## src/rtl/float_pipe_result_collector_pkg.sv

```systemverilog
// Shared FPU definitions: single-precision width, per-core pipeline latencies
// and a width helper used to size pointers and counters.
package float_pipe_result_collector_pkg;

  localparam int FPU_SP_WIDTH = 32;
  localparam int FMUL_LATENCY = 5;
  localparam int FADD_LATENCY = 7;

  // Bits needed to hold values 0..value-1; never returns less than 1 so a
  // single-entry structure still gets a legal vector.
  function automatic int clog2(input int value);
    int result;
    result = 0;
    for (int i = 0; i < 31; i++) begin
      if ((32'sd1 <<< i) < value) begin
        result = i + 1;
      end else begin
        result = result;
      end
    end
    if (result < 32'sd1) begin
      return 32'sd1;
    end else begin
      return result;
    end
  endfunction

endpackage

```

## src/rtl/float_pipe_result_collector_chk.sv

```systemverilog
// Protocol checks on the result FIFO: the credit scheme must guarantee that a
// capture never meets a full FIFO and a pop never meets an empty one.
module fpu_result_fifo_chk
  import float_pipe_result_collector_pkg::*;
#(
  parameter int DEPTH = 8,
  localparam int CNT_W = clog2(DEPTH + 1)
) (
  input logic             clock,
  input logic             reset_n,
  input logic             push,
  input logic             pop,
  input logic [CNT_W-1:0] count
);

  no_push_when_full: assert property (
    @(posedge clock) disable iff (!reset_n) push |-> (count != CNT_W'(DEPTH))
  );

  no_pop_when_empty: assert property (
    @(posedge clock) disable iff (!reset_n) pop |-> (count != {CNT_W{1'b0}})
  );

endmodule

```

## src/rtl/float_pipe_result_collector_fifo.sv

```systemverilog
// Result FIFO with modulo-DEPTH pointers (any DEPTH) and simultaneous
// push/pop; the head reads as zero while the FIFO is empty.
module fpu_result_fifo
  import float_pipe_result_collector_pkg::*;
#(
  parameter int WIDTH = FPU_SP_WIDTH,
  parameter int DEPTH = 8,
  localparam int PTR_W = clog2(DEPTH),
  localparam int CNT_W = clog2(DEPTH + 1)
) (
  input  logic             clock,
  input  logic             reset_n,
  input  logic             push,
  input  logic [WIDTH-1:0] push_data,
  input  logic             pop,
  output logic [WIDTH-1:0] head,
  output logic [CNT_W-1:0] count
);

  logic [WIDTH-1:0] mem_r [DEPTH];
  logic [PTR_W-1:0] wr_ptr_r;
  logic [PTR_W-1:0] rd_ptr_r;
  logic [CNT_W-1:0] count_r;

  function automatic logic [PTR_W-1:0] ptr_next(input logic [PTR_W-1:0] ptr);
    if (ptr == PTR_W'(DEPTH - 1)) begin
      return {PTR_W{1'b0}};
    end else begin
      return ptr + PTR_W'(1);
    end
  endfunction

  // Storage write; contents need no reset because the head is masked when empty.
  always_ff @(posedge clock) begin
    if (push) begin
      mem_r[wr_ptr_r] <= push_data;
    end
  end

  // Pointer and occupancy bookkeeping.
  always_ff @(posedge clock) begin
    if (!reset_n) begin
      wr_ptr_r <= {PTR_W{1'b0}};
      rd_ptr_r <= {PTR_W{1'b0}};
      count_r  <= {CNT_W{1'b0}};
    end else begin
      if (push) begin
        wr_ptr_r <= ptr_next(wr_ptr_r);
      end
      if (pop) begin
        rd_ptr_r <= ptr_next(rd_ptr_r);
      end
      case ({push, pop})
        2'b10:   count_r <= count_r + CNT_W'(1);
        2'b01:   count_r <= count_r - CNT_W'(1);
        default: count_r <= count_r;
      endcase
    end
  end

  assign count = count_r;
  assign head  = (count_r != {CNT_W{1'b0}}) ? mem_r[rd_ptr_r] : {WIDTH{1'b0}};

  fpu_result_fifo_chk #(.DEPTH(DEPTH)) u_chk (
    .clock   (clock),
    .reset_n (reset_n),
    .push    (push),
    .pop     (pop),
    .count   (count_r)
  );

endmodule

```

## src/rtl/float_pipe_result_collector.sv

```systemverilog
// Return path for an enable-less fixed-latency FPU core: a valid shift register
// follows each issue through the core, and issue credit is granted only while
// a FIFO slot is reserved for every result already in flight.
module float_pipe_result_collector
  import float_pipe_result_collector_pkg::*;
#(
  parameter int WIDTH   = FPU_SP_WIDTH,
  parameter int LATENCY = FMUL_LATENCY,
  parameter int DEPTH   = 8,
  localparam int CNT_W  = clog2(DEPTH + 1)
) (
  input  logic             clock,
  input  logic             reset_n,
  input  logic             issue_valid,
  output logic             issue_ready,
  input  logic [WIDTH-1:0] pipe_result,
  output logic             deq_valid,
  input  logic             deq_ready,
  output logic [WIDTH-1:0] deq_data,
  output logic [CNT_W-1:0] occupancy
);

  logic [LATENCY-1:0] vsr_r;
  logic [CNT_W-1:0]   credits_r;
  logic [CNT_W-1:0]   fifo_count_s;
  logic               issue_accept_s;
  logic               capture_s;
  logic               dequeue_s;

  assign issue_ready    = (credits_r != {CNT_W{1'b0}});
  assign issue_accept_s = issue_valid && issue_ready;
  assign capture_s      = vsr_r[LATENCY-1];
  assign deq_valid      = (fifo_count_s != {CNT_W{1'b0}});
  assign dequeue_s      = deq_valid && deq_ready;
  assign occupancy      = CNT_W'(DEPTH) - credits_r;

  // The core cannot stall, so the valid bits advance every cycle; clearing
  // them on reset abandons results still inside the core.
  generate
    if (LATENCY == 1) begin : g_vsr_single
      always_ff @(posedge clock) begin
        if (!reset_n) begin
          vsr_r <= 1'b0;
        end else begin
          vsr_r <= issue_accept_s;
        end
      end
    end else begin : g_vsr_multi
      always_ff @(posedge clock) begin
        if (!reset_n) begin
          vsr_r <= {LATENCY{1'b0}};
        end else begin
          vsr_r <= {vsr_r[LATENCY-2:0], issue_accept_s};
        end
      end
    end
  endgenerate

  // Credits are consumed at issue, not at capture, so in-flight results hold their slot.
  always_ff @(posedge clock) begin
    if (!reset_n) begin
      credits_r <= CNT_W'(DEPTH);
    end else begin
      case ({issue_accept_s, dequeue_s})
        2'b10:   credits_r <= credits_r - CNT_W'(1);
        2'b01:   credits_r <= credits_r + CNT_W'(1);
        default: credits_r <= credits_r;
      endcase
    end
  end

  fpu_result_fifo #(.WIDTH(WIDTH), .DEPTH(DEPTH)) u_fifo (
    .clock     (clock),
    .reset_n   (reset_n),
    .push      (capture_s),
    .push_data (pipe_result),
    .pop       (dequeue_s),
    .head      (deq_data),
    .count     (fifo_count_s)
  );

endmodule

```

## config.mk

```make
export PLATFORM = sky130hd
export DESIGN_NAME = float_pipe_result_collector
export DESIGN_NICKNAME = d
export VERILOG_FILES = /design/src/rtl/float_pipe_result_collector_pkg.sv /design/src/rtl/float_pipe_result_collector_chk.sv /design/src/rtl/float_pipe_result_collector_fifo.sv /design/src/rtl/float_pipe_result_collector.sv
export SDC_FILE = /design/constraint.sdc
export NUM_CORES = 1
export LEC_CHECK = 0
export ABC_AREA = 1
export ABC_CLOCK_PERIOD_IN_PS = 6200
export BUFFER_PORTS_ARGS = -buffer_cell sky130_fd_sc_hd__buf_4
export CAP_MARGIN = 20
export CORE_UTILIZATION = 47
export DETAILED_ROUTE_END_ITERATION = 7
export PLACE_DENSITY_LB_ADDON = 0.15
export SLEW_MARGIN = 20
export SYNTH_ARGS = -nofsm -noshare
export SYNTH_HDL_FRONTEND = slang
export SYNTH_SLANG_ARGS = --single-unit
```

## constraint.sdc

```tcl
create_clock -name clock -period 6.2 [get_ports clock]
set_input_delay 0.62 -clock clock [delete_from_list [all_inputs] [get_ports clock]]
set_output_delay 0.62 -clock clock [all_outputs]
set_load 0.005 [all_outputs]
```

# Word-level counts from Yosys, hierarchy flattened
# Memories as Yosys holds them, arrays and structs flattened. A register that Yosys moved wholly into a read port is not among the register bits.
# Cells that the tools add are included.
[word_totals]
reg_bits = 19
ram_bits = 256
in_bits = 36
output_inout_bits = 38
wordCells = 34
n_memories = 1
[memory_table]
columns = ["name", "words", "word_bits", "rd", "rd_ports_with_merged_regs", "wr", "line_no", "text"]
rows = [
  ["u_fifo.mem_r", 8, 32, 1, 1, 1, "float_pipe_result_collector_fifo.sv:20", "logic [WIDTH-1:0] mem_r [DEPTH];"],
]
[classes]
add_sub_neg = 7
eq_ne = 6
n_mux = 9
n_reduce_logical = 6
[ops]
columns = ["operator", "n"]
rows = [
  ["2-to-1 mux 32 bit", 1],
  ["case mux 4 bit (2 select lines)", 2],
  ["2-to-1 mux 3 bit", 4],
  ["adder 4 x 1 -> 4 bit, second input constant", 2],
  ["nonzero test 4 bit", 2],
  ["subtractor 4 x 1 -> 4 bit, second input constant", 2],
  ["adder 3 x 1 -> 3 bit, second input constant", 2],
  ["== test 3 bit, second input constant", 2],
  ["== test 2 x 1 -> 1 bit, second input constant", 2],
  ["== test 2 bit, second input constant", 2],
  ["nonzero test 2 bit", 2],
  ["subtractor 4 bit, first input constant", 1],
  ["logical AND 1 bit", 2],
  ["2-to-1 mux 1 bit", 2],
]

# Logic depth before layout (Yosys ltp)
# Gate-level depths: netlist of the first run.
[depth]
ltp_word = 4
depth_mapped = 14
mapped_depth_nobuf = 14

# By module
# A second synthesis of the first run with hierarchy kept.
[hier_totals]
hier_cells = 911
hier_area_um2 = 11208.2
[by_module_without_submodules]
columns = ["module", "instances", "cells_each", "area_each_um2", "seq_area_each_um2"]
rows = [
  ["fpu_result_fifo", 1, 849, 10739.0, 7947.6],
  ["float_pipe_result_collector", 1, 62, 469.2, 180.2],
]

# Worst setup path before layout of the first run
# No wires, ideal clock.
[synth_path]
path_type = "register to register"
start = "register vsr_r[4]"
end = "memory u_fifo.mem_r[0][0] (netlist bit), enable pin"
setup_time_ns = 0.421
t_arrival_ns = 2.089
required_ns = 5.779
setup_slack_ns = 3.690
path_stages_with_launch = 4
n_path_buf = 0
synth_period_minus_slack_ns = 2.510
cell_sequence = "dfxtp_1 inv_1 or2_2 nor2_1"
[synth_between]
elab_chain_cells = 2
[synth_lines]
columns = ["element", "line_no", "text"]
rows = [
  ["from (decl)", "float_pipe_result_collector.sv:23", "logic [LATENCY-1:0] vsr_r;"],
  ["from (signal assigned)", "float_pipe_result_collector.sv:51", "vsr_r <= {LATENCY{1'b0}};"],
  ["from (signal assigned)", "float_pipe_result_collector.sv:53", "vsr_r <= {vsr_r[LATENCY-2:0], issue_accept_s};"],
  ["2-to-1 mux 1 bit", "float_pipe_result_collector_fifo.sv:35", "if (push) begin"],
  ["2-to-1 mux 1 bit (implied by the code)", "float_pipe_result_collector_fifo.sv:36", "mem_r[wr_ptr_r] <= push_data;"],
  ["to (decl)", "float_pipe_result_collector_fifo.sv:20", ""],
]
# No other way between the ends.

==> results of run 1 <==
-- cell families (layout without fill, tap and decap cells) --
logic type	after synthesis	count (layout)
AOI/OAI and AO/OA	214	214
xor gates and xnor gates	7	7
adders and majority gates	12	12
buffers and inverters	80	165
DFF	278	278
and+or+nand+nor	311	311
-- cell type report --
cell class | instances | area [um^2] | share of cell area, %
Timing Repair Buffer | 87 | 653.1 | 5.088
Multi-Input combinational cell | 544 | 2668 | 20.78
Tap cell | 319 | 399.1 | 3.109
Sequential cell | 278 | 8134 | 63.37
Clock inverter | 14 | 113.9 | 0.8870
Clock buffer | 37 | 765.7 | 5.965
Inverter | 27 | 102.6 | 0.7993
-- power by group through the flow --
| stage | registers, mW | clock network [mW] | logic (mW) |
|---|---|---|---|
| 4_1_cts | 2.13 | 1.64 | 1.50 |
| 6_report | 2.13 | 1.60 | 1.47 |
| 2_1_floorplan | 2.15 | 0 | 0.964 |
| 3_3_place_gp | 2.17 | 0 | 1.47 |
| 5_1_grt | 2.13 | 1.71 | 1.69 |
| 3_5_place_dp | 2.17 | 0 | 1.49 |
-- synthesized netlist by cell type, types with 2 or more instances --
cell	number	area, um^2
sky130_fd_sc_hd__nand3_1	6	30.03
sky130_fd_sc_hd__xnor2_1	4	35.03
sky130_fd_sc_hd__o21ai_1	10	50.05
sky130_fd_sc_hd__buf_1	3	11.26
sky130_fd_sc_hd__clkbuf_1	20	75.07
sky130_fd_sc_hd__o22ai_1	32	200.2
sky130_fd_sc_hd__buf_6	12	135.1
sky130_fd_sc_hd__buf_4	5	37.54
sky130_fd_sc_hd__nor2_1	243	912.1
sky130_fd_sc_hd__dfxtp_1	22	440.4
sky130_fd_sc_hd__o211ai_1	32	240.2
sky130_fd_sc_hd__a21oi_1	11	55.05
sky130_fd_sc_hd__o21ai_0	128	640.6
sky130_fd_sc_hd__xor2_1	3	26.28
sky130_fd_sc_hd__nand3b_1	2	15.01
sky130_fd_sc_hd__inv_1	26	97.59
sky130_fd_sc_hd__clkbuf_2	2	10.01
sky130_fd_sc_hd__ha_1	11	137.6
sky130_fd_sc_hd__buf_2	11	55.05
sky130_fd_sc_hd__nand2_1	57	214.0
sky130_fd_sc_hd__edfxtp_1	256	7687
-- sequential cells by signal, indices dropped and copies added, names as in the netlist, named ones only --
signal	cells
u_fifo.mem_r	256
u_fifo.rd_ptr_r	3
u_fifo.wr_ptr_r	3
credits_r	4
vsr_r	5
u_fifo.count	4
-- critical path: cells and delay by family (launching register included) --
kind                   cells  cell delay [ns]
AO/OA/AOI/OAI              2             0.33
flip-flops                 1             0.51
buffers and inverters      3             1.52
AND/OR/NAND/NOR            2             0.17
-- worst paths after layout --
| check | from | end | slack (ns) | cells past startpoint |
|---|---|---|---|---|
| worst max-delay path | flop | deq_data[11] | 2.47 | 7 |
| worst min-delay path | pipe_result[18] | u_fifo.mem_r[1][18] | 0.32 | 1 |
| worst max register to register | u_fifo.count[0] | credits_r[3] | 3.59 | 14 |
| worst min register to register | vsr_r[1] | vsr_r[2] | 0.41 | 2 |
-- metal layers --
metal	share of wire [%]	track usage (%)	wire length, um
met1	45	26.33	10260
met2	48	31.91	10950
met3	4.7	2.750	1069
met4	1.6	4.855	367
met5	0	0	0
-- through the flow --
step | power, mW | setup WS [ns] | instances
global route | 5.534 | 2.099 | 1306
global placement | 3.640 | 3.005 | 1255
detailed placement | 3.659 | 2.971 | 1255
CTS | 5.260 | 2.404 | 1306
floorplan | 3.112 | 3.690 | 902
finish | 5.201 | 2.466 | 1306
==> results_tabular.tex, run 1 <==
\begin{tabular}{lr}
\hline
Metric & Value \\
\hline
\multicolumn{2}{l}{\textbf{Synthesis}} \\
\quad Register bit count reported by yosys & 278 \\
\quad Number of synthesized flops with an enable pin & 256 \\
\quad Synthesized net count & 950 \\
\quad Number of different library cells in the post-synthesis netlist & 27 \\
\quad Dominant combinational cell family by area after synthesis & compound AO/OA/AOI/OAI gates \\
\quad Mux cell area share after synthesis & 0\% \\
\quad Synthesized area divided by synthesized cell count & 12.37 um\^{}2 \\
\quad Basic-gate share of the synthesized area counting and, or, nand and nor cells & 10.68\% \\
\quad Proportion of synthesized chip area in sequential cells & 72.83\% \\
\quad Number of warnings reported in the yosys synthesis log & 0 \\
\quad Xor/xnor share of the synthesized area & 0.5493\% \\
\quad Post-synthesis instance area & 11160 um\^{}2 \\
\quad Cells after synthesis & 902 \\
\quad Synthesized-area fraction occupied by ao, oa, aoi and oai cells & 10.72\% \\
\quad Adder and majority gate portion of the synthesized area & 1.413\% \\
\quad Top\_reg\_cell synth & sky130\_fd\_sc\_hd\_\_edfxtp\_1 \\
\quad Async S/R FF share, synth & 0\% \\
\multicolumn{2}{l}{\textbf{Global routing}} \\
\quad Maximum number of pins on one net before global-route repair & 105 \\
\quad Wire length of the first global-routing pass & 35680 um \\
\quad Combined global-route utilization of all metal layers & 19.11\% \\
\quad Antenna violations before repair & 0 \\
\quad Global route overflow & 0 \\
\quad Via count of the first global-routing pass & 6515 \\
\multicolumn{2}{l}{\textbf{Clock tree}} \\
\quad Gates resized, CTS repair & 0 \\
\quad Clock slew seen by the registers of the worst setup and hold paths & 0.06 ns \\
\quad Insertion delay of the later-clocked pin in the worst-skew pair & 0.53 ns \\
\quad Cts bufs inserted & 28 \\
\quad Post-CTS setup buffer count & 0 \\
\quad TritonCTS clock tree & done \\
\quad Cell at the root of the clock tree & sky130\_fd\_sc\_hd\_\_clkbuf\_16 \\
\quad Number of clock sinks & 278 \\
\quad Number of buffers on the longest clock path & 3 \\
\quad H-tree depth & 1 \\
\quad Number of buffers inserted by hold repair at cts & 0 \\
\multicolumn{2}{l}{\textbf{Finish}} \\
\quad Total of fill cells in the finished design & 2044 \\
\quad Top library cells by usage in the layout, fill and taps aside & sky130\_fd\_sc\_hd\_\_edfxtp\_1 (256), sky130\_fd\_sc\_hd\_\_nor2\_1 (235), sky130\_fd\_sc\_hd\_\_o21ai\_0 (128) \\
\quad Final net count & 1014 \\
\quad Antenna fix cells & 0 \\
\quad Leading cell type in the layout, fill and taps excluded & sky130\_fd\_sc\_hd\_\_edfxtp\_1 \\
\quad Layout Utilization & 54.85\% \\
\quad Post-route cell area & 12840 um\^{}2 \\
\quad Layout overhead on the synthesized area & 15.01\% \\
\quad Fraction of layout instances using a drive strength above 1 & 14.18\% \\
\multicolumn{2}{l}{\textbf{Timing}} \\
\quad Clock tree skew after final layout & 0.006335 ns \\
\quad Worst hold margin & 0.3240 ns \\
\quad Pin slew with the least headroom to its limit & 1.035 ns \\
\quad Finish-stage setup viols & 0 \\
\quad Worst slew margin & 31.03\% \\
\quad FMAX & 0.2678 GHz \\
\quad Post-layout minimum cycle time & 3.734 ns \\
\quad Slew Viols, Final & 0 \\
\quad Final hold viol count & 0 \\
\quad Final total negative setup slack & 0 ns \\
\quad Share of the clock period used by the worst path after layout & 60.22\% \\
\quad Setup repair after global routing missed its margin & false \\
\multicolumn{2}{l}{\textbf{Route}} \\
\quad Routed length per instance & 17.34 um \\
\quad Count of nets left with antenna violations after detail routing & 0 \\
\quad Number of design-rule violations left by the first detailed-router iteration & 478 \\
\quad First-pass iteration count of the detailed router & 5 \\
\quad Vias per Instance & 5.247 \\
\quad Routed via count & 6853 \\
\quad Total DRC errors in the routed layout & 0 \\
\quad Wire length after detailed routing & 22650 um \\
\multicolumn{2}{l}{\textbf{Placement}} \\
\quad PortBufs & 73 \\
\quad Placed Instance Area & 11960 um\^{}2 \\
\quad Post-DP HPWL & 11480 um \\
\quad Final weighted congestion of routability-driven global placement & 0.7202 \\
\multicolumn{2}{l}{\textbf{Power}} \\
\quad Pwr Density & 405.2 nW/um\^{}2 \\
\quad Clock power frac & 30.8\% \\
\quad Switching power share of the total & 30.39\% \\
\quad VDD IR-drop max & 229.2 uV \\
\quad Pint & 3.621 mW \\
\quad Leakage component of the power & 4.554 nW \\
\quad Power share of the combinational group & 28.3\% \\
\quad Switching component of the power & 1.581 mW \\
\quad Sequential share of power & 40.9\% \\
\multicolumn{2}{l}{\textbf{Critical path}} \\
\quad Library cell contributing the largest single delay on the critical path & sky130\_fd\_sc\_hd\_\_clkinv\_2 \\
\quad Worst path arrival time & 3.11 ns \\
\quad Crit path launch type & flop \\
\quad Required @ worst endpoint & 5.58 ns \\
\quad Kind of critical path & flop to output port \\
\quad Dominant cell type by count on the critical path & sky130\_fd\_sc\_hd\_\_buf\_4 \\
\quad Critical path fanouts, max & 73 \\
\quad Kind of end point of the critical path & output port \\
\quad Slowest stage delay, CP & 0.78 ns \\
\quad Cells traversed along the worst timing path & clkinv\_2 > buf\_4 > o21ai\_0 > o211ai\_1 > nand2\_1 > nor2\_1 > buf\_4 \\
\multicolumn{2}{l}{\textbf{Die}} \\
\quad Die Span X & 156.1 um \\
\quad Effective utilization at floorplan & 47.69\% \\
\quad Cell Rows & 56 \\
\quad Top Ports & 74 \\
\quad Placeable Area & 23400 um\^{}2 \\
\quad DIE HEIGHT & 156.1 um \\
\quad Die area & 24370 um\^{}2 \\
\multicolumn{2}{l}{\textbf{Status}} \\
\quad Status & finished clean \\
\multicolumn{2}{l}{\textbf{Worst hold path}} \\
\quad Path type of the worst min-delay path & input port to flop \\
\multicolumn{2}{l}{\textbf{Job}} \\
\quad Number of max-cap violations & 0 \\
\hline
\end{tabular}
Note: power is estimated with default switching activity, not from simulation.
==> run 2: changes to the inputs <==
- ABC_CLOCK_PERIOD_IN_PS: 6200 -> 3700
- clock period: 6.2 -> 3.7 ns (I/O delays scaled with it)
==> run 2 against run 1 <==
Flip-flop and latch count stayed put. Sequential share of layout area is 0.74 points lower. Clock power is 81% higher. Critical endpoint is now deq_data[1]. Hold slack lost 0.26 ns. Clock skew increased by 0.0059 ns. First-iteration DRC count shrank 1.5%.
==> results_tabular.tex, run 2 (synthesized netlist as in run 1, its figures left out) <==
\begin{tabular}{lr}
\hline
Metric & Value \\
\hline
\multicolumn{2}{l}{\textbf{Route}} \\
\quad Met3 wire len & 1078 um (was 1069 um) \\
\quad Routed length per instance & 18.16 um (was 17.34 um) \\
\quad Total DRC errors in the routed layout & 0 (unchanged) \\
\quad Sum of met2 wire segment lengths after detailed routing & 11600 um (was 10950 um) \\
\quad Highest metal layer with signal wires & met4 (unchanged) \\
\quad Met1 Routed Length & 10770 um (was 10260 um) \\
\quad Vias per Instance & 5.231 (was 5.247) \\
\quad Number of design-rule violations left by the first detailed-router iteration & 471 (was 478) \\
\quad Wire length after detailed routing & 23840 um (was 22650 um) \\
\quad Count of nets left with antenna violations after detail routing & 0 (unchanged) \\
\quad First-pass iteration count of the detailed router & 5 (unchanged) \\
\quad Routed via count & 6868 (was 6853) \\
\multicolumn{2}{l}{\textbf{Die}} \\
\quad Cell Rows & 56 (unchanged) \\
\quad DIE HEIGHT & 156.1 um (unchanged) \\
\quad Top Ports & 74 (unchanged) \\
\quad Die area & 24370 um\^{}2 (unchanged) \\
\quad Die Span X & 156.1 um (unchanged) \\
\quad Effective utilization at floorplan & 47.69\% (unchanged) \\
\quad Placeable Area & 23400 um\^{}2 (unchanged) \\
\multicolumn{2}{l}{\textbf{Power}} \\
\quad Power share of the combinational group & 28.1\% (was 28.3\%) \\
\quad Clock power frac & 32.2\% (was 30.8\%) \\
\quad Switching power share of the total & 30.71\% (was 30.39\%) \\
\quad VDD IR-drop max & 357.9 uV (was 229.2 uV) \\
\quad Switching component of the power & 2.759 mW (was 1.581 mW) \\
\quad Sequential share of power & 39.7\% (was 40.9\%) \\
\quad Pint & 6.225 mW (was 3.621 mW) \\
\quad Leakage component of the power & 4.620 nW (was 4.554 nW) \\
\quad Pwr Density & 691.8 nW/um\^{}2 (was 405.2 nW/um\^{}2) \\
\multicolumn{2}{l}{\textbf{Placement}} \\
\quad Final weighted congestion of routability-driven global placement & 0.7501 (was 0.7202) \\
\quad Post-DP HPWL & 12500 um (was 11480 um) \\
\quad PortBufs & 73 (unchanged) \\
\multicolumn{2}{l}{\textbf{Timing}} \\
\quad Final hold viol count & 0 (unchanged) \\
\quad Final total negative setup slack & 0 ns (unchanged) \\
\quad Post-layout minimum cycle time & 2.795 ns \\
\quad Slew Viols, Final & 0 (unchanged) \\
\quad Share of the clock period used by the worst path after layout & 75.53\% \\
\quad Worst slew margin & 42.66\% (was 31.03\%) \\
\quad Setup repair after global routing missed its margin & false (unchanged) \\
\quad FMAX & 0.3578 GHz \\
\quad Finish-stage setup viols & 0 (unchanged) \\
\quad Clock tree skew after final layout & 0.01219 ns (was 0.006335 ns) \\
\quad Pin slew with the least headroom to its limit & 0.8580 ns (was 1.035 ns) \\
\multicolumn{2}{l}{\textbf{Finish}} \\
\quad Top Registers & u\_fifo.mem\_r x256, vsr\_r x5 (unchanged) \\
\quad Layout overhead on the synthesized area & 16.37\% (was 15.01\%) \\
\quad Area occupied by multi-input gates & 2668 um\^{}2 (unchanged) \\
\quad Sequential cell area & 8134 um\^{}2 (unchanged) \\
\quad Fraction of layout instances using a drive strength above 1 & 14.99\% (was 14.18\%) \\
\quad Antenna fix cells & 0 (unchanged) \\
\quad Max reg flops & 256 (unchanged) \\
\quad Total of fill cells in the finished design & 2002 (was 2044) \\
\quad Final net count & 1019 (was 1014) \\
\quad Layout Utilization & 55.50\% (was 54.85\%) \\
\quad Largest reg by FF count & u\_fifo.mem\_r (unchanged) \\
\quad Top library cells by usage in the layout, fill and taps aside & sky130\_fd\_sc\_hd\_\_edfxtp\_1 (256), sky130\_fd\_sc\_hd\_\_nor2\_1 (235), sky130\_fd\_sc\_hd\_\_o21ai\_0 (128) (unchanged) \\
\quad Leading cell type in the layout, fill and taps excluded & sky130\_fd\_sc\_hd\_\_edfxtp\_1 (unchanged) \\
\multicolumn{2}{l}{\textbf{Critical path}} \\
\quad Register-to-register path setup slack & 1.57 ns (was 3.59 ns) \\
\quad Crit path launch type & flop (unchanged) \\
\quad Slowest stage delay, CP & 0.50 ns (was 0.78 ns) \\
\quad Kind of critical path & flop to output port (unchanged) \\
\quad Critical path fanouts, max & 28 (was 73) \\
\quad Kind of end point of the critical path & output port (unchanged) \\
\quad Library cell contributing the largest single delay on the critical path & sky130\_fd\_sc\_hd\_\_dfxtp\_2 (was sky130\_fd\_sc\_hd\_\_clkinv\_2) \\
\quad Required @ worst endpoint & 3.33 ns (was 5.58 ns) \\
\quad Cells traversed along the worst timing path & inv\_1 > buf\_4 > o21ai\_0 > o22ai\_1 > nor2\_1 > nor2\_1 > buf\_4 (was clkinv\_2 > buf\_4 > o21ai\_0 > o211ai\_1 > nand2\_1 > nor2\_1 > buf\_4) \\
\quad Worst path arrival time & 2.42 ns (was 3.11 ns) \\
\multicolumn{2}{l}{\textbf{Global routing}} \\
\quad Via count of the first global-routing pass & 6581 (was 6515) \\
\quad Global route overflow & 0 (unchanged) \\
\quad Combined global-route utilization of all metal layers & 19.79\% (was 19.11\%) \\
\quad Maximum number of pins on one net before global-route repair & 129 (was 105) \\
\quad Antenna violations before repair & 0 (unchanged) \\
\quad Wire length of the first global-routing pass & 36690 um (was 35680 um) \\
\multicolumn{2}{l}{\textbf{Clock tree}} \\
\quad Cell at the root of the clock tree & sky130\_fd\_sc\_hd\_\_clkbuf\_16 (unchanged) \\
\quad Number of buffers on the longest clock path & 3 (unchanged) \\
\quad Insertion delay of the later-clocked pin in the worst-skew pair & 0.54 ns (was 0.53 ns) \\
\quad Post-CTS setup buffer count & 0 (unchanged) \\
\quad Gates resized, CTS repair & 0 (unchanged) \\
\quad Number of buffers inserted by hold repair at cts & 0 (unchanged) \\
\quad H-tree depth & 1 (unchanged) \\
\quad Number of clock sinks & 278 (unchanged) \\
\quad Cts bufs inserted & 29 (was 28) \\
\quad Clock slew seen by the registers of the worst setup and hold paths & 0.06 ns (about the same) \\
\quad TritonCTS clock tree & done (unchanged) \\
\multicolumn{2}{l}{\textbf{Worst hold path}} \\
\quad Path type of the worst min-delay path & input port to flop (unchanged) \\
\multicolumn{2}{l}{\textbf{Status}} \\
\quad Status & finished clean (unchanged) \\
\multicolumn{2}{l}{\textbf{Job}} \\
\quad Number of max-cap violations & 0 (unchanged) \\
\hline
\end{tabular}
==> run 2: final cells by class <==
| class | count | area share (%) |
|---|---|---|
| clock buffers | 32 | 5.674 |
| repair buffers | 91 | 5.645 |
| inverters | 27 | 0.7900 |
| clock inverters | 22 | 1.647 |
| well taps | 319 | 3.073 |
| flip-flops and latches | 278 | 62.63 |
| multi-input cells | 544 | 20.54 |
==> run 2: worst max-delay path: cells and delay by family, from the launching register on <==
| kind | cells | cell delay, ns |
|---|---|---|
| buffers and inverters | 3 | 0.80 |
| AOI/OAI and AO/OA | 2 | 0.29 |
| and+or+nand+nor | 2 | 0.27 |
| DFF | 1 | 0.50 |
==> run 2: per-stage QoR <==
stage               instance area, um^2  worst slack [ns]  hold slack, ns  power, mW  cells
finish                            12990            0.9054         0.06337      8.985   1313
global route                      12990            0.6837         0.05052      9.479   1313
CTS                               12990            0.8648         0.04212      9.080   1313
detailed placement                12040             1.465          0.3994      6.188   1259
global placement                  12040             1.476          0.3928      6.178   1259
floorplan                         11160             1.190          0.3905      5.214    902
==> run 2: final timing paths <==
kind,startpoint,to,cells after the start
setup / recovery,flop,deq_data[1],7
hold / removal,pipe_result[13],u_fifo.mem_r[0][13],1
setup reg to reg,vsr_r[4],u_fifo.mem_r[0][5],4
hold reg to reg,vsr_r[1],vsr_r[2],2
==> run 2: per-layer routing <==
layer	GRT usage, %	vias up
li1	-	3358
met1	27.23	3315
met2	33.35	161
met3	2.528	34
met4	4.995	0
met5	0	-
==> run 2: power groups by stage <==
stage	clock, mW	sequential (mW)	combinational (mW)
finish	2.89	3.57	2.53
floorplan	0	3.60	1.62
global placement	0	3.63	2.55
global route	3.06	3.57	2.84
detailed placement	0	3.63	2.56
CTS	2.95	3.57	2.56
==> run 3: changes to the inputs <==
- ABC_AREA: 1 -> 0
- ABC_CLOCK_PERIOD_IN_PS: 3700 -> 2400
- clock period: 3.7 -> 2.4 ns (I/O delays scaled with it)
==> run 3 against run 2 <==
The run now ends with setup timing left. Hold slack got worse by 0.032 ns. Final cell count decreased by 25%. Utilization increased by 4.0 points. Largest power group unchanged.
==> results_tabular.tex, run 3 <==
\begin{tabular}{lr}
\hline
Metric & Value \\
\hline
\multicolumn{2}{l}{\textbf{Status}} \\
\quad Status & finished with violations (was finished clean) \\
\quad Failing checks & setup timing \\
\multicolumn{2}{l}{\textbf{Route}} \\
\quad Number of design-rule violations left by the first detailed-router iteration & 278 (was 471) \\
\quad Count of nets left with antenna violations after detail routing & 0 (unchanged) \\
\quad Total DRC errors in the routed layout & 0 (unchanged) \\
\quad Routed via count & 5385 (was 6868) \\
\quad Wire length after detailed routing & 21000 um (was 23840 um) \\
\quad Vias per Instance & 5.478 (was 5.231) \\
\quad Routed length per instance & 21.37 um (was 18.16 um) \\
\quad First-pass iteration count of the detailed router & 4 (was 5) \\
\multicolumn{2}{l}{\textbf{Finish}} \\
\quad Layout overhead on the synthesized area & 24.02\% (was 16.37\%) \\
\quad Max reg flops & 256 (unchanged) \\
\quad Largest reg by FF count & u\_fifo.mem\_r (unchanged) \\
\quad Top library cells by usage in the layout, fill and taps aside & sky130\_fd\_sc\_hd\_\_edfxtp\_1 (256), sky130\_fd\_sc\_hd\_\_buf\_4 (98), sky130\_fd\_sc\_hd\_\_mux4\_2 (63) (was sky130\_fd\_sc\_hd\_\_edfxtp\_1 (256), sky130\_fd\_sc\_hd\_\_nor2\_1 (235), sky130\_fd\_sc\_hd\_\_o21ai\_0 (128)) \\
\quad Fraction of layout instances using a drive strength above 1 & 35.39\% (was 14.99\%) \\
\quad Leading cell type in the layout, fill and taps excluded & sky130\_fd\_sc\_hd\_\_edfxtp\_1 (unchanged) \\
\quad Top Registers & u\_fifo.mem\_r x256, vsr\_r x5 (unchanged) \\
\quad Antenna fix cells & 0 (unchanged) \\
\quad Final net count & 725 (was 1019) \\
\multicolumn{2}{l}{\textbf{Clock tree}} \\
\quad Cts bufs inserted & 29 (unchanged) \\
\quad Number of buffers on the longest clock path & 3 (unchanged) \\
\quad TritonCTS clock tree & done (unchanged) \\
\quad H-tree depth & 1 (unchanged) \\
\quad Clock slew seen by the registers of the worst setup and hold paths & 0.06 ns (about the same) \\
\quad Number of clock sinks & 278 (unchanged) \\
\quad Insertion delay of the later-clocked pin in the worst-skew pair & 0.54 ns (about the same) \\
\quad Cell at the root of the clock tree & sky130\_fd\_sc\_hd\_\_clkbuf\_16 (unchanged) \\
\multicolumn{2}{l}{\textbf{Power}} \\
\quad Pint & 8.373 mW (was 6.225 mW) \\
\quad Pwr Density & 776.0 nW/um\^{}2 (was 691.8 nW/um\^{}2) \\
\quad VDD IR-drop max & 581.4 uV (was 357.9 uV) \\
\quad Sequential share of power & 51.1\% (was 39.7\%) \\
\quad Switching component of the power & 2.105 mW (was 2.759 mW) \\
\quad Leakage component of the power & 4.438 nW (was 4.620 nW) \\
\quad Clock power frac & 41.8\% (was 32.2\%) \\
\quad Switching power share of the total & 20.09\% (was 30.71\%) \\
\quad Power share of the combinational group & 7.1\% (was 28.1\%) \\
\quad Post-route total power & 10.48 mW (was 8.985 mW) \\
\multicolumn{2}{l}{\textbf{Global routing}} \\
\quad Maximum number of pins on one net before global-route repair & 37 (was 129) \\
\quad GRT busiest layer & met2 (unchanged) \\
\quad Routing usage on met2 & 31.23\% (was 33.35\%) \\
\quad Via count of the first global-routing pass & 5672 (was 6581) \\
\quad Met1 usage in global routing & 24.79\% (was 27.23\%) \\
\quad Antenna violations before repair & 0 (unchanged) \\
\quad Wire length of the first global-routing pass & 32370 um (was 36690 um) \\
\quad Global route overflow & 0 (unchanged) \\
\quad Global-route met3 utilization & 3.166\% (was 2.528\%) \\
\quad Combined global-route utilization of all metal layers & 18.24\% (was 19.79\%) \\
\multicolumn{2}{l}{\textbf{Timing}} \\
\quad Setup repair after global routing missed its margin & true (was false) \\
\quad Pin slew with the least headroom to its limit & 0.5448 ns (was 0.8580 ns) \\
\quad Smallest setup slack after layout & -0.008559 ns (was 0.9054 ns) \\
\quad Final hold viol count & 0 (unchanged) \\
\quad Slew Viols, Final & 0 (unchanged) \\
\quad Final total negative setup slack & -0.01618 ns (was 0 ns) \\
\quad Finish-stage setup viols & 2 (was 0) \\
\quad FMAX & 0.4152 GHz \\
\quad Post-layout minimum cycle time & 2.409 ns \\
\quad Clock tree skew after final layout & 0.008183 ns (was 0.01219 ns) \\
\quad Worst slew margin & 63.68\% (was 42.66\%) \\
\quad Share of the clock period used by the worst path after layout & 100.4\% \\
\multicolumn{2}{l}{\textbf{Placement}} \\
\quad Final weighted congestion of routability-driven global placement & 0.7227 (was 0.7501) \\
\quad Post-DP HPWL & 11720 um (was 12500 um) \\
\quad PortBufs & 73 (unchanged) \\
\multicolumn{2}{l}{\textbf{Die}} \\
\quad Placeable Area & 22710 um\^{}2 (was 23400 um\^{}2) \\
\quad Cell Rows & 55 (was 56) \\
\quad DIE HEIGHT & 154.2 um (was 156.1 um) \\
\quad Effective utilization at floorplan & 47.94\% (was 47.69\%) \\
\quad Top Ports & 74 (unchanged) \\
\quad Die Span X & 154.2 um (was 156.1 um) \\
\quad Die area & 23780 um\^{}2 (was 24370 um\^{}2) \\
\multicolumn{2}{l}{\textbf{Critical path}} \\
\quad Worst path arrival time & 2.17 ns (was 2.42 ns) \\
\quad Startpoint of the lowest-slack register-to-register path & credits\_r[0] (was vsr\_r[4]) \\
\quad Kind of critical path & flop to output port (unchanged) \\
\quad Register-to-register path setup slack & 0.04 ns (was 1.57 ns) \\
\quad Required @ worst endpoint & 2.16 ns (was 3.33 ns) \\
\quad Crit path launch type & flop (unchanged) \\
\quad Worst Reg-to-Reg Cells & 11 (was 4) \\
\quad Reg-to-Reg End & credits\_r[3] (was u\_fifo.mem\_r[0][5]) \\
\quad Critical path fanouts, max & 5 (was 28) \\
\quad Kind of end point of the critical path & output port (unchanged) \\
\multicolumn{2}{l}{\textbf{Synthesis}} \\
\quad Library cell with the largest summed area after synthesis & sky130\_fd\_sc\_hd\_\_edfxtp\_1 (unchanged) \\
\quad Async S/R FF share, synth & 0\% (unchanged) \\
\quad List of most frequent post-synthesis cells & sky130\_fd\_sc\_hd\_\_edfxtp\_1 (256), sky130\_fd\_sc\_hd\_\_mux4\_2 (63), sky130\_fd\_sc\_hd\_\_nor2\_1 (40), sky130\_fd\_sc\_hd\_\_mux2i\_1 (38), sky130\_fd\_sc\_hd\_\_dfxtp\_1 (22) (was sky130\_fd\_sc\_hd\_\_edfxtp\_1 (256), sky130\_fd\_sc\_hd\_\_nor2\_1 (243), sky130\_fd\_sc\_hd\_\_o21ai\_0 (128), sky130\_fd\_sc\_hd\_\_nand2\_1 (57)) \\
\quad Top\_reg\_cell synth & sky130\_fd\_sc\_hd\_\_edfxtp\_1 (unchanged) \\
\quad Number of different library cells in the post-synthesis netlist & 40 (was 27) \\
\quad Synthesized net count & 573 (was 950) \\
\quad Synth top area cells & sky130\_fd\_sc\_hd\_\_edfxtp\_1 (71\%), sky130\_fd\_sc\_hd\_\_mux4\_2 (13\%), sky130\_fd\_sc\_hd\_\_dfxtp\_1 (4.0\%) (was sky130\_fd\_sc\_hd\_\_edfxtp\_1 (69\%), sky130\_fd\_sc\_hd\_\_nor2\_1 (8.2\%), sky130\_fd\_sc\_hd\_\_o21ai\_0 (5.7\%)) \\
\quad Top cell type's share of synthesized area & 70.61\% (was 68.88\%) \\
\quad Number of warnings reported in the yosys synthesis log & 0 (unchanged) \\
\quad Post-synthesis instance area & 10890 um\^{}2 (was 11160 um\^{}2) \\
\quad Cells after synthesis & 525 (was 902) \\
\quad Most frequently used cell type in the post-synthesis netlist & sky130\_fd\_sc\_hd\_\_edfxtp\_1 (unchanged) \\
\quad Proportion of synthesized chip area in sequential cells & 74.66\% (was 72.83\%) \\
\quad Synthesized area divided by synthesized cell count & 20.74 um\^{}2 (was 12.37 um\^{}2) \\
\quad Register bit count reported by yosys & 278 (unchanged) \\
\quad Number of synthesized flops with an enable pin & 256 (unchanged) \\
\multicolumn{2}{l}{\textbf{Worst hold path}} \\
\quad Path type of the worst min-delay path & input port to flop (unchanged) \\
\quad Beginning of the worst hold path & deq\_ready (was pipe\_result[13]) \\
\quad Cell depth of the worst min-delay path & 3 (was 1) \\
\multicolumn{2}{l}{\textbf{Job}} \\
\quad Number of max-cap violations & 0 (unchanged) \\
\hline
\end{tabular}
run 3: cell count changes after synthesis, moves of 31 or more:
cell and change:
sky130_fd_sc_hd__mux2i_1 +38, sky130_fd_sc_hd__mux4_2 +63, sky130_fd_sc_hd__nand2_1 -47, sky130_fd_sc_hd__nor2_1 -203, sky130_fd_sc_hd__o211ai_1 -32, sky130_fd_sc_hd__o21ai_0 -124, sky130_fd_sc_hd__o22ai_1 -31
run 3: area by class of cell:
class	instances	area, um^2
sequential	278	8134
fill	1687	9208
clock inverter	19	196.4
tap	285	356.6
multi-input combinational	216	2665
timing repair buffer	146	1386
clock buffer	33	740.7
inverter	6	22.52
run 3: stage by stage:
step                hold slack (ns)  setup WS [ns]  util (%)  cell area, um^2  cells
floorplan                    0.3389        0.04546         -            10920    525
global placement             0.4163         0.1054     52.72            11970    888
detailed placement           0.4193       -0.01962     52.72            11970    888
CTS                         0.01749       -0.03492     59.20            13440    983
global route                0.04711       -0.09967     59.45            13500    983
finish                      0.03177      -0.008559     59.45            13500    983
run 3: routing by layer:
metal / share of wire (%) / vias up / routed length, um
li1: - / 2427 / -
met5: 0 / - / 0
met3: 3.9 / 24 / 814
met2: 50 / 100 / 10560
met4: 1.3 / 0 / 270
met1: 45 / 2834 / 9362
run 3: worst max-delay path by stage:
stage                     from           end  slack, ns  cells after the start
2_1_floorplan  u_fifo.count[0]  credits_r[3]       0.05                     11
3_3_place_gp      credits_r[0]  credits_r[3]       0.11                     11
3_5_place_dp   u_fifo.count[0]  credits_r[3]      -0.02                     11
4_1_cts                   flop  deq_data[20]      -0.03                      7
5_1_grt                   flop  deq_data[13]       -0.1                      6
6_report                  flop  deq_data[21]     -0.009                      7
run 3: repair_timing:
action	CTS	global route
pin swaps	0	3
resized for setup	7	15
endpoints found under the hold margin	257	0
cloned	4	0
hold buffers	33	0
endpoints found under the setup margin	29	27
setup buffers	6	0
run 3: cells by family after synthesis:
group | share of synthesized area, %
compound gates | 0.7586
xor+xnor | 0.5632
fa+ha+maj | 1.448
buf+inv | 2.046
flops | 74.66
mux | 16.87
simple gates | 3.655
run 3: power by group through the flow:
stage	registers (mW)	logic, mW	clock network [mW]
after CTS	5.36	0.718	4.47
after global routing	5.36	0.811	4.66
after floorplan	5.47	0.342	0
after global placement	5.46	0.613	0
after detailed placement	5.46	0.637	0
final	5.36	0.743	4.38
run 3: worst max-delay path, cell delays in order, from the launching register on:
cell	delay, ns
sky130_fd_sc_hd__dfxtp_4	0.39
sky130_fd_sc_hd__buf_12	0.13
sky130_fd_sc_hd__buf_12	0.12
sky130_fd_sc_hd__buf_16	0.12
sky130_fd_sc_hd__mux4_2	0.50
sky130_fd_sc_hd__mux2i_1	0.14
sky130_fd_sc_hd__nor2_1	0.07
sky130_fd_sc_hd__buf_4	0.16
